`config.mk`:
```
export PLATFORM = sky130hd
export DESIGN_NAME = mem_arbiter
export DESIGN_NICKNAME = d
export VERILOG_FILES = /design/src/rtl/mem_arbiter_pkg.sv /design/src/rtl/mem_arb_cmd_reg.sv /design/src/rtl/mem_arbiter.sv
export SDC_FILE = /design/constraint.sdc
export NUM_CORES = 1
export LEC_CHECK = 0
export CAP_MARGIN = 40
export CORE_MARGIN = 3
export CORE_UTILIZATION = 39
export CTS_CLUSTER_DIAMETER = 100
export CTS_CLUSTER_SIZE = 10
export DETAILED_ROUTE_END_ITERATION = 8
export PLACE_DENSITY = 0.85
export SYNTH_ARGS = -nofsm -noshare
export SYNTH_HDL_FRONTEND = slang
export SYNTH_SLANG_ARGS = --single-unit
```
`constraint.sdc`:
```
create_clock -name clk_i -period 2.1 [get_ports clk_i]
set_clock_uncertainty 0.05 [all_clocks]
set_input_delay 0.21 -clock clk_i [delete_from_list [all_inputs] [get_ports clk_i]]
set_output_delay 0.21 -clock clk_i [all_outputs]
set_load 0.05 [all_outputs]
```
`src/rtl/mem_arbiter_pkg.sv`:
```
// Shared CPU-side definitions for the instruction/data memory arbiter.
package mem_arbiter_pkg;

    localparam int STARVE_MAX_DEFAULT = 3;
    localparam int STARVE_W           = 2;

    typedef enum logic [1:0] {
        ST_IDLE     = 2'd0,
        ST_GRANT_IF = 2'd1,
        ST_GRANT_DM = 2'd2,
        ST_RESP     = 2'd3
    } arb_state_t;

    typedef struct packed {
        logic        we;
        logic [31:0] addr;
        logic [31:0] wdata;
    } mem_cmd_t;

endpackage

```
`src/rtl/mem_arb_cmd_reg.sv`:
```
// Latched shared-memory command and captured read data.
// Command loads on grant; read data loads on memory completion.
module mem_arb_cmd_reg
    import mem_arbiter_pkg::*;
(
    input  logic        clk_i,
    input  logic        rst_i,
    input  logic        i_cmd_load,
    input  mem_cmd_t    i_cmd,
    input  logic        i_rdata_load,
    input  logic [31:0] i_rdata,
    output mem_cmd_t    o_cmd,
    output logic [31:0] o_rdata
);

    mem_cmd_t    r_cmd;
    logic [31:0] r_rdata;

    always_ff @(posedge clk_i or negedge rst_i) begin
        if (!rst_i) begin
            r_cmd <= '0;
        end else if (i_cmd_load) begin
            r_cmd <= i_cmd;
        end
    end

    always_ff @(posedge clk_i or negedge rst_i) begin
        if (!rst_i) begin
            r_rdata <= 32'h0;
        end else if (i_rdata_load) begin
            r_rdata <= i_rdata;
        end
    end

    assign o_cmd   = r_cmd;
    assign o_rdata = r_rdata;

endmodule

```
`src/rtl/mem_arbiter.sv`:
```
// Arbitrates instruction-fetch and data ports onto one shared memory, DM-first with IF anti-starvation.
// Ack pulses the cycle after mem_ack_i; requesters are stalled while their request is unacknowledged.
module mem_arbiter
    import mem_arbiter_pkg::*;
#(
    parameter int STARVE_MAX = STARVE_MAX_DEFAULT
) (
    input  logic        clk_i,
    input  logic        rst_i,
    input  logic        if_req_i,
    input  logic [31:0] if_addr_i,
    output logic        if_ack_o,
    output logic [31:0] if_rdata_o,
    input  logic        dm_req_i,
    input  logic        dm_we_i,
    input  logic [31:0] dm_addr_i,
    input  logic [31:0] dm_wdata_i,
    output logic        dm_ack_o,
    output logic [31:0] dm_rdata_o,
    output logic        mem_req_o,
    output logic        mem_we_o,
    output logic [31:0] mem_addr_o,
    output logic [31:0] mem_wdata_o,
    input  logic        mem_ack_i,
    input  logic [31:0] mem_rdata_i,
    output logic        stall_o
);

    localparam logic [STARVE_W-1:0] STARVE_MAX_C = STARVE_W'(STARVE_MAX);

    arb_state_t          r_state;
    arb_state_t          w_state_nxt;
    logic [STARVE_W-1:0] r_starve;
    logic                r_mem_req;
    logic                r_resp_dm;
    logic                w_grant_if;
    logic                w_grant_dm;
    logic                w_cmd_load;
    logic                w_rdata_load;
    mem_cmd_t            w_cmd_in;
    mem_cmd_t            w_cmd;
    logic [31:0]         w_rdata;

    always_ff @(posedge clk_i or negedge rst_i) begin
        if (!rst_i) begin
            r_state <= ST_IDLE;
        end else begin
            r_state <= w_state_nxt;
        end
    end

    always_comb begin
        w_state_nxt  = r_state;
        w_grant_if   = 1'b0;
        w_grant_dm   = 1'b0;
        w_rdata_load = 1'b0;
        case (r_state)
            ST_IDLE: begin
                // DM wins ties until the fetch has waited STARVE_MAX grants.
                if (dm_req_i && (!if_req_i || (r_starve != STARVE_MAX_C))) begin
                    w_grant_dm  = 1'b1;
                    w_state_nxt = ST_GRANT_DM;
                end else if (if_req_i) begin
                    w_grant_if  = 1'b1;
                    w_state_nxt = ST_GRANT_IF;
                end
            end
            ST_GRANT_IF, ST_GRANT_DM: begin
                if (mem_ack_i) begin
                    w_rdata_load = 1'b1;
                    w_state_nxt  = ST_RESP;
                end
            end
            ST_RESP: begin
                w_state_nxt = ST_IDLE;
            end
            default: begin
                w_state_nxt = ST_IDLE;
            end
        endcase
    end

    assign w_cmd_load = w_grant_if | w_grant_dm;

    always_comb begin
        w_cmd_in = '0;
        if (w_grant_dm) begin
            w_cmd_in.we    = dm_we_i;
            w_cmd_in.addr  = dm_addr_i;
            w_cmd_in.wdata = dm_wdata_i;
        end else begin
            w_cmd_in.addr  = if_addr_i;
        end
    end

    always_ff @(posedge clk_i or negedge rst_i) begin
        if (!rst_i) begin
            r_mem_req <= 1'b0;
            r_resp_dm <= 1'b0;
        end else begin
            if (w_cmd_load) begin
                r_mem_req <= 1'b1;
                r_resp_dm <= w_grant_dm;
            end else if (w_rdata_load) begin
                r_mem_req <= 1'b0;
            end
        end
    end

    always_ff @(posedge clk_i or negedge rst_i) begin
        if (!rst_i) begin
            r_starve <= '0;
        end else if (w_grant_if) begin
            r_starve <= '0;
        end else if (w_grant_dm) begin
            if (!if_req_i) begin
                r_starve <= '0;
            end else if (r_starve != STARVE_MAX_C) begin
                r_starve <= r_starve + 1'b1;
            end
        end
    end

    mem_arb_cmd_reg u_cmd_reg (
        .clk_i        (clk_i),
        .rst_i        (rst_i),
        .i_cmd_load   (w_cmd_load),
        .i_cmd        (w_cmd_in),
        .i_rdata_load (w_rdata_load),
        .i_rdata      (mem_rdata_i),
        .o_cmd        (w_cmd),
        .o_rdata      (w_rdata)
    );

    assign mem_req_o   = r_mem_req;
    assign mem_we_o    = w_cmd.we;
    assign mem_addr_o  = w_cmd.addr;
    assign mem_wdata_o = w_cmd.wdata;

    assign if_ack_o    = (r_state == ST_RESP) & ~r_resp_dm;
    assign dm_ack_o    = (r_state == ST_RESP) &  r_resp_dm;
    assign if_rdata_o  = w_rdata;
    assign dm_rdata_o  = w_rdata;

    // Gated by reset so every output reads zero while rst_i is low.
    assign stall_o = rst_i & ((if_req_i & ~if_ack_o) | (dm_req_i & ~dm_ack_o));

endmodule

```
* Yosys cells after proc, flatten, opt, wreduce, memory -nomap -nowiden
Cells that the tools add are included.
Cells by class: add/subtract/negate cells 1, mux-type cells 20, bitwise gates (word level) 10, equality and inequality tests 7, reduce and logical (&&, ||, !) cells 9
Operators by type and width (number):
- $mux 32 | 2
- $mux 2 | 7
- $mux 1 | 10
- $pmux 2 s3 | 1
- $and 1x1->1 | 5
- $eq 2x2->1 const B | 2
- $ne 2x2->1 const B | 2
- $reduce_and 2->1 | 2
- $reduce_bool 2->1 | 2
- $ne 3x1->1 const B | 1
- $ne 3x3->1 const B | 1
- $not 1->1 | 3
- $add 2x1->2 const B | 1
- $eq 2x1->1 const B | 1
- $logic_not 2->1 | 1
- $or 1x1->1 | 2
- $reduce_or 2->1 | 1
- $logic_and 1x1->1 | 1
- $logic_not 1->1 | 1
- $logic_or 1x1->1 | 1
Word-level totals: logic and storage cells 55, input bits 134, register bits 103, output and inout bits 133

* Logic depth before layout (Yosys ltp)
Gate-level depths: netlist of run 1.
depth after elaboration 7, mapped depth 7, gate-level depth less buffers 5

* Modules after synthesis
A second synthesis of run 1 with hierarchy kept.
Unflattened totals: cells, all modules 344, area total of the unflattened synthesis 5084.9 um2
By module, submodules not included:
- mem_arb_cmd_reg | instances 1, cells an instance 205, area an instance 3844.9 um2
- mem_arbiter | instances 1, cells an instance 139, area an instance 1239.9 um2

* Worst setup path before layout of run 1
Ideal clock, no wire load.
path type register -> output, from register r_state[1], to output port stall_o, data arrival time 1.717 ns, cell stages (with the launch flop) 5, path slack 0.123 ns, cells stage by stage dfrtp_1 -> ha_1 -> nor2b_1 -> nor2_1 -> o221a_2
Between the ends: word-level cells in the longest chain between the ends 6, elaborated cells on any way between the ends 9
RTL lines:
- start, declared | RTL line mem_arbiter.sv:31 | arb_state_t r_state;
- start signal, assigned | RTL line mem_arbiter.sv:48 | r_state <= w_state_nxt;
- $eq 2x2->1 | RTL line mem_arbiter.sv:140 | assign if_ack_o = (r_state == ST_RESP) & ~r_resp_dm;
- $and 1x1->1 | RTL line mem_arbiter.sv:140
- via if_ack_o | RTL line mem_arbiter.sv:12 | output logic if_ack_o,
- $not 1->1 | RTL line mem_arbiter.sv:146 | assign stall_o = rst_i & ((if_req_i & ~if_ack_o) | (dm_req_i & ~dm_ack_o));
- $and 1x1->1 | RTL line mem_arbiter.sv:146
- $or 1x1->1 | RTL line mem_arbiter.sv:146
- $and 1x1->1 | RTL line mem_arbiter.sv:146
- end, declared | RTL line mem_arbiter.sv:26 | output logic stall_o
The timed path passes the listed nets, and every way through them passes these cells.

* Worst setup path in the final report of run 1
from register r_state[1], to output port stall_o
Between the ends: word-level cells in the longest chain between the ends 6, elaborated cells on any way between the ends 9
RTL lines (RTL line):
- $eq 2x2->1 * | mem_arbiter.sv:140, mem_arbiter.sv:141
- $and 1x1->1, on equally long branches | mem_arbiter.sv:140, mem_arbiter.sv:141
- $not 1->1 | mem_arbiter.sv:146
- $and 1x1->1 | mem_arbiter.sv:146
- $or 1x1->1 * | mem_arbiter.sv:146
- $and 1x1->1 * | mem_arbiter.sv:146
Mark *: on every way between the ends. The rest lies on a longest branch, timed or not.

==> reports/metrics.cfg, run 1 <==
[run_status]
status=completed

[route]
drc=0
vias=4143
drt_iter0_drc=295
ant_nets=0
avgViaCountPerCell=5.37
drt-total-wl_um=14500
wire_per_inst_um=18.8
dr.pass1.iters=4

[timing]
fmax_ghz=0.536
hold_viol=0
setup_viol_count_final=0
setup_tns_ns=0
finalMaxSlewViolations=0
fin_crit_sh_pct=88.9
rsz0062_at_grt=no
tightest_slew_ns=0.565
slew_headroom_pct=62.4
holdWs_ns=0.398
final.min_clock_period_ns=1.87

[pwr]
max-vdd-ir-drop_uv=960
pwr_density_cell_mw_per_mm2=1970
power_leakage_nw=3.06

[critical_path]
reg2reg_from=r_state[1]
r2r_end=u_cmd_reg.o_cmd[6]
cp-start-kind=register
critical_path_arrival_ns=1.61
slowest_stage=dfrtp_1
critPathTopFamily=flip-flops
reg2regPathDepth=5
crit_fanout=3
slowest_delay_ns=0.38
cp-startpoint=r_state[1]
crit_buf_inv=1
endpoint_kind=output pin
reg2reg_setup_slack_ns=0.34
crit_chain=ha_1, nor2b_1, nor2_1, o221a_2, buf_12
crit_required_ns=1.84
critPathKind=reg2out

[final_layout]
nFillCells=898
final_cell_count_no_fill=771
syn_to_final_growth_pct=60.6
nNetsFinal=761
mostFrequentLayoutCell=clkdlybuf4s50_1
fin_util_pct=65.3
drive_gt1_share_pct=11.9
fin_area_mm2=0.00761
mostFrequentLayoutCells=262 x clkdlybuf4s50_1, 103 x dfrtp_1, 34 x nor2_1
antenna-diode-count=0

[min_path]
hp-start=if_addr_i[7]
whs_endpoint=u_cmd_reg.o_cmd[39]
min_path_type=in2reg
hold_path_depth=3

[clock_tree]
cts_tree=yes
clock-sinks=103
clk_path_buf_depth=2
ctsHoldBuffers=1
cts_resized=0
cts-root-buf=clkbuf_16
htreeDepth=3
clk_pin_slew_worst_paths_ns=0.07
cts_setup_buffers=0
cts_inserted_buffers=9
clk_latency_ns=0.33

[floorplan]
floorplan.initialDensity_pct=40.7
die_area_mm2=0.0135
die_h_um=116
coreArea_mm2=0.0117
die_x_um=116
rows=39
io_pins=267

[synth]
synth_cell_types=34
syn_nets=537
synthCells=400
syn_area_mm2=0.00474
ys_ff_latch=103
ys_seq_area_share_pct=54.4
syn_avg_cell_area_um2=11.9
synth_warnings=0

[place]
place_congestion=0.776
dp_hpwl_um=10600
place_area_mm2=0.00728
io_buffers=266
dp_cells=755

[global_route]
grt_usage_pct=20.6
grt_pass1_wl_um=21600
grt_pass1_vias=4204
grt.overflow.total=0
grt_max_degree=104
antenna_found_initial=0

[run]
drv_cap=0

[area by class of cell]
type	count	area (um^2)	area share [%]
repair buffers	283	2870	37.7
flip-flops and latches	103	2580	33.9
multi-input cells	222	1650	21.6
clock buffers	10	239	3.14
well taps	143	179	2.35
clock inverters	5	81.3	1.07
inverters	5	18.8	0.247
[cell usage after synthesis (all sizes together)]
cell type	count	area (um^2)
o221a	1	11.3
nor4b	1	8.76
buf	65	480
nor2b	2	12.5
a32o	1	10.0
clkbuf	5	18.8
a221oi	1	8.76
dfrtp	103	2580
a21o	1	7.51
o21a	1	7.51
a31oi	32	200
inv	5	18.8
nor4	1	6.26
o41ai	2	25.0
o2111ai	32	280
mux2	32	360
o21ai	34	181
and2	2	15.0
nor2	35	148
ha	3	37.5
nor3b	1	7.51
nand2	7	28.8
a22o	33	289
[flip-flops by register name (all words and copies together) (netlist names)]
register,count
u_cmd_reg.o_cmd,65
mem_req_o,1
r_starve,2
r_state,2
r_resp_dm,1
u_cmd_reg.o_rdata,32
[kinds of logic (layout without fill, tap and decap cells)]
| family | Yosys count | after routing | synth area share, % |
|---|---|---|---|
| AOI/OAI and AO/OA | 138 | 138 | 21.5 |
| DFF | 103 | 103 | 54.4 |
| buffers and inverters | 75 | 303 | 10.9 |
| and+or+nand+nor | 49 | 49 | 4.78 |
| muxes | 32 | 32 | 7.60 |
| adders and majority gates | 3 | 3 | 0.792 |
[per-layer routing]
| metal | part of all wire, % | track usage, % | up-vias |
|---|---|---|---|
| met3 | 7.3 | 4.30 | 39 |
| met2 | 51 | 36.2 | 201 |
| met4 | 3.3 | 9.28 | 0 |
| met5 | 0 | 0 | - |
| met1 | 38 | 24.1 | 1990 |
| li1 | - | - | 1913 |
[worst max path at each step]
| stage | endpoint | depth (start not counted) |
|---|---|---|
| global placement | r_starve[1] | 4 |
| finish | stall_o | 5 |
| detailed placement | u_cmd_reg.o_cmd[61] | 5 |
| floorplan | stall_o | 4 |
| global route | stall_o | 5 |
| CTS | stall_o | 5 |
[power breakdown]
| group | total [mW] | internal, mW | leakage [nW] | switching (mW) |
|---|---|---|---|---|
| logic | 9.68 | 3.43 | 1.67 | 6.25 |
| registers | 3.55 | 2.94 | 1.23 | 0.607 |
| clock network | 1.80 | 1.07 | 0.155 | 0.727 |
[worst reg2reg max path: stages, from the launching register on]
cell and delay (ns):
dfrtp_1 0.40, inv_1 0.07, ha_1 0.21, nand2_2 0.23, nor2_8 0.49, a22o_1 0.24
[through the flow]
stage | total power, mW | worst slack [ns]
finish | 15.0 | 0.234
global route | 15.7 | 0.174
CTS | 15.2 | 0.236
detailed placement | 13.3 | 0.230
global placement | 13.1 | 0.294
floorplan | 10.3 | 0.123
(Power assumes the default switching activity.)
==> inputs of run 2 (changes only) <==
Settings changed: CORE_AREA set to 3 3 102 104, CORE_MARGIN 3 to unset, CORE_UTILIZATION 39 to unset, DIE_AREA set to 0 0 105 107, DONT_BUFFER_PORTS set to 1, PLACE_DENSITY 0.85 to 0.68.
==> reports/metrics.cfg, run 2 <==
[synth]
yosysMostFrequentCell=dfrtp_1  ; unchanged
yosys.area.top_type=dfrtp_1  ; unchanged
synthMuxAreaShare_pct=7.60  ; unchanged
synth_cell_types=34  ; unchanged
synth_compound_area_share_pct=21.5  ; unchanged
synth_top_area_share_pct=54.4  ; unchanged
synth_xor_area_share_pct=0  ; unchanged
synth_top_family_by_area=compound AO/OA/AOI/OAI gates  ; unchanged
synthArstFlopShare_pct=100  ; unchanged
synthTopCellsByArea=dfrtp_1 54%, mux2_2 7.6%, a22o_1 6.1%  ; unchanged
synth-adder-area-share_pct=0.792  ; unchanged
syn_avg_cell_area_um2=11.9  ; unchanged
yosys.area_share.simple_pct=4.78  ; unchanged
ys.flop_type=dfrtp_1  ; unchanged
synthCells=400  ; unchanged
syn_nets=537  ; unchanged
ys_seq_area_share_pct=54.4  ; unchanged
syn_area_mm2=0.00474  ; unchanged
ys_ff_latch=103  ; unchanged
synth_edf_count=0  ; unchanged
ys_top_cells_by_count=103 x dfrtp_1, 34 x buf_4, 34 x nor2_1  ; unchanged
synth_warnings=0  ; unchanged

[run_status]
lastStage=clock tree synthesis
status=stopped before the end  ; was completed
firstError=[ERROR RSZ-0060] Max buffer count reached.

[clock_tree]
ctsHoldBuffers=105  ; was 1
clock-sinks=103  ; unchanged
cts_setup_buffers=0  ; unchanged
htreeDepth=3  ; unchanged
cts_resized=0  ; unchanged
cts_inserted_buffers=9  ; unchanged
clk_path_buf_depth=2  ; unchanged
cts-root-buf=clkbuf_8  ; was clkbuf_16

[place]
io_buffers=0  ; was 266
pre_cts_slack_ns=0.311  ; was 0.230 ns
place_congestion=0.783  ; was 0.776
dp_hpwl_um=7980  ; was 10600 um
place_area_mm2=0.00474  ; was 0.00728 mm^2

[floorplan]
die_x_um=105  ; was 116 um
io_pins=267  ; unchanged
die_h_um=107  ; was 116 um
floorplan.initialDensity_pct=49.2  ; was 40.7%
rows=36  ; was 39

-- run 2: through the flow --
stage                     utilization (%)  instances
after detailed placement             49.2        504
after global placement               49.2        504
after floorplan                         -        400
-- run 2: cells by family after synthesis --
| kind of cell | count (synthesis) |
|---|---|
| fa+ha+maj | 3 |
| compound gates | 138 |
| buf+inv | 75 |
| mux | 32 |
| simple gates | 49 |
| flops | 103 |
==> inputs of run 3 (changes only) <==
Settings changed: CORE_AREA 3 3 102 104 to unset, CORE_MARGIN set to 3, CORE_UTILIZATION set to 40, CTS_CLUSTER_DIAMETER 100 to unset, CTS_CLUSTER_SIZE 10 to unset, DIE_AREA 0 0 105 107 to unset, PLACE_DENSITY 0.68 to unset, PLACE_DENSITY_LB_ADDON set to 0.15.
==> reports/metrics.cfg, run 3 <==
[run_status]
status=stopped before the end  ; unchanged
lastStage=clock tree synthesis  ; unchanged
firstError=[ERROR RSZ-0060] Max buffer count reached.  ; unchanged

[synth]
syn_avg_cell_area_um2=11.9  ; unchanged
ys_top_cells_by_count=103 x dfrtp_1, 34 x buf_4, 34 x nor2_1  ; unchanged
synth_cell_types=34  ; unchanged
synth_top_area_share_pct=54.4  ; unchanged
synthArstFlopShare_pct=100  ; unchanged
yosysMostFrequentCell=dfrtp_1  ; unchanged
synth_warnings=0  ; unchanged
syn_area_mm2=0.00474  ; unchanged
synthTopCellsByArea=dfrtp_1 54%, mux2_2 7.6%, a22o_1 6.1%  ; unchanged
yosys.area.top_type=dfrtp_1  ; unchanged
synthCells=400  ; unchanged
synth_edf_count=0  ; unchanged
ys_seq_area_share_pct=54.4  ; unchanged
ys.flop_type=dfrtp_1  ; unchanged
syn_nets=537  ; unchanged
ys_ff_latch=103  ; unchanged

[clock_tree]
ctsHoldBuffers=107  ; was 105
cts_inserted_buffers=9  ; unchanged
htreeDepth=3  ; unchanged
cts-root-buf=clkbuf_16  ; was clkbuf_8
clk_path_buf_depth=2  ; unchanged
clock-sinks=103  ; unchanged
cts_resized=0  ; unchanged
cts_setup_buffers=0  ; unchanged

[place]
dp_hpwl_um=8210  ; was 7980 um
dp_cells=515  ; was 504
io_buffers=0  ; unchanged
place_congestion=0.734  ; was 0.783

[floorplan]
die_x_um=115  ; was 105 um
die_h_um=115  ; was 107 um
rows=39  ; was 36
io_pins=267  ; unchanged
floorplan.initialDensity_pct=41.2  ; was 49.2%

## run 3: cell counts after synthesis
No cell type changed its count.
## run 3: cell families after synthesis
logic type / after synthesis / share of synthesized area [%]
AOI/OAI and AO/OA: 138 / 21.5
DFF: 103 / 54.4
buffers and inverters: 75 / 10.9
and+or+nand+nor: 49 / 4.78
muxes: 32 / 7.60
adders and majority gates: 3 / 0.792
## run 3: through the flow
| stage | worst slack, ns | utilization [%] | instance area [um^2] | hold slack [ns] |
|---|---|---|---|---|
| after floorplan | 0.123 | - | 4740 | -0.136 |
| after global placement | 0.449 | 41.4 | 4770 | -0.133 |
| after detailed placement | 0.368 | 41.6 | 4790 | -0.133 |
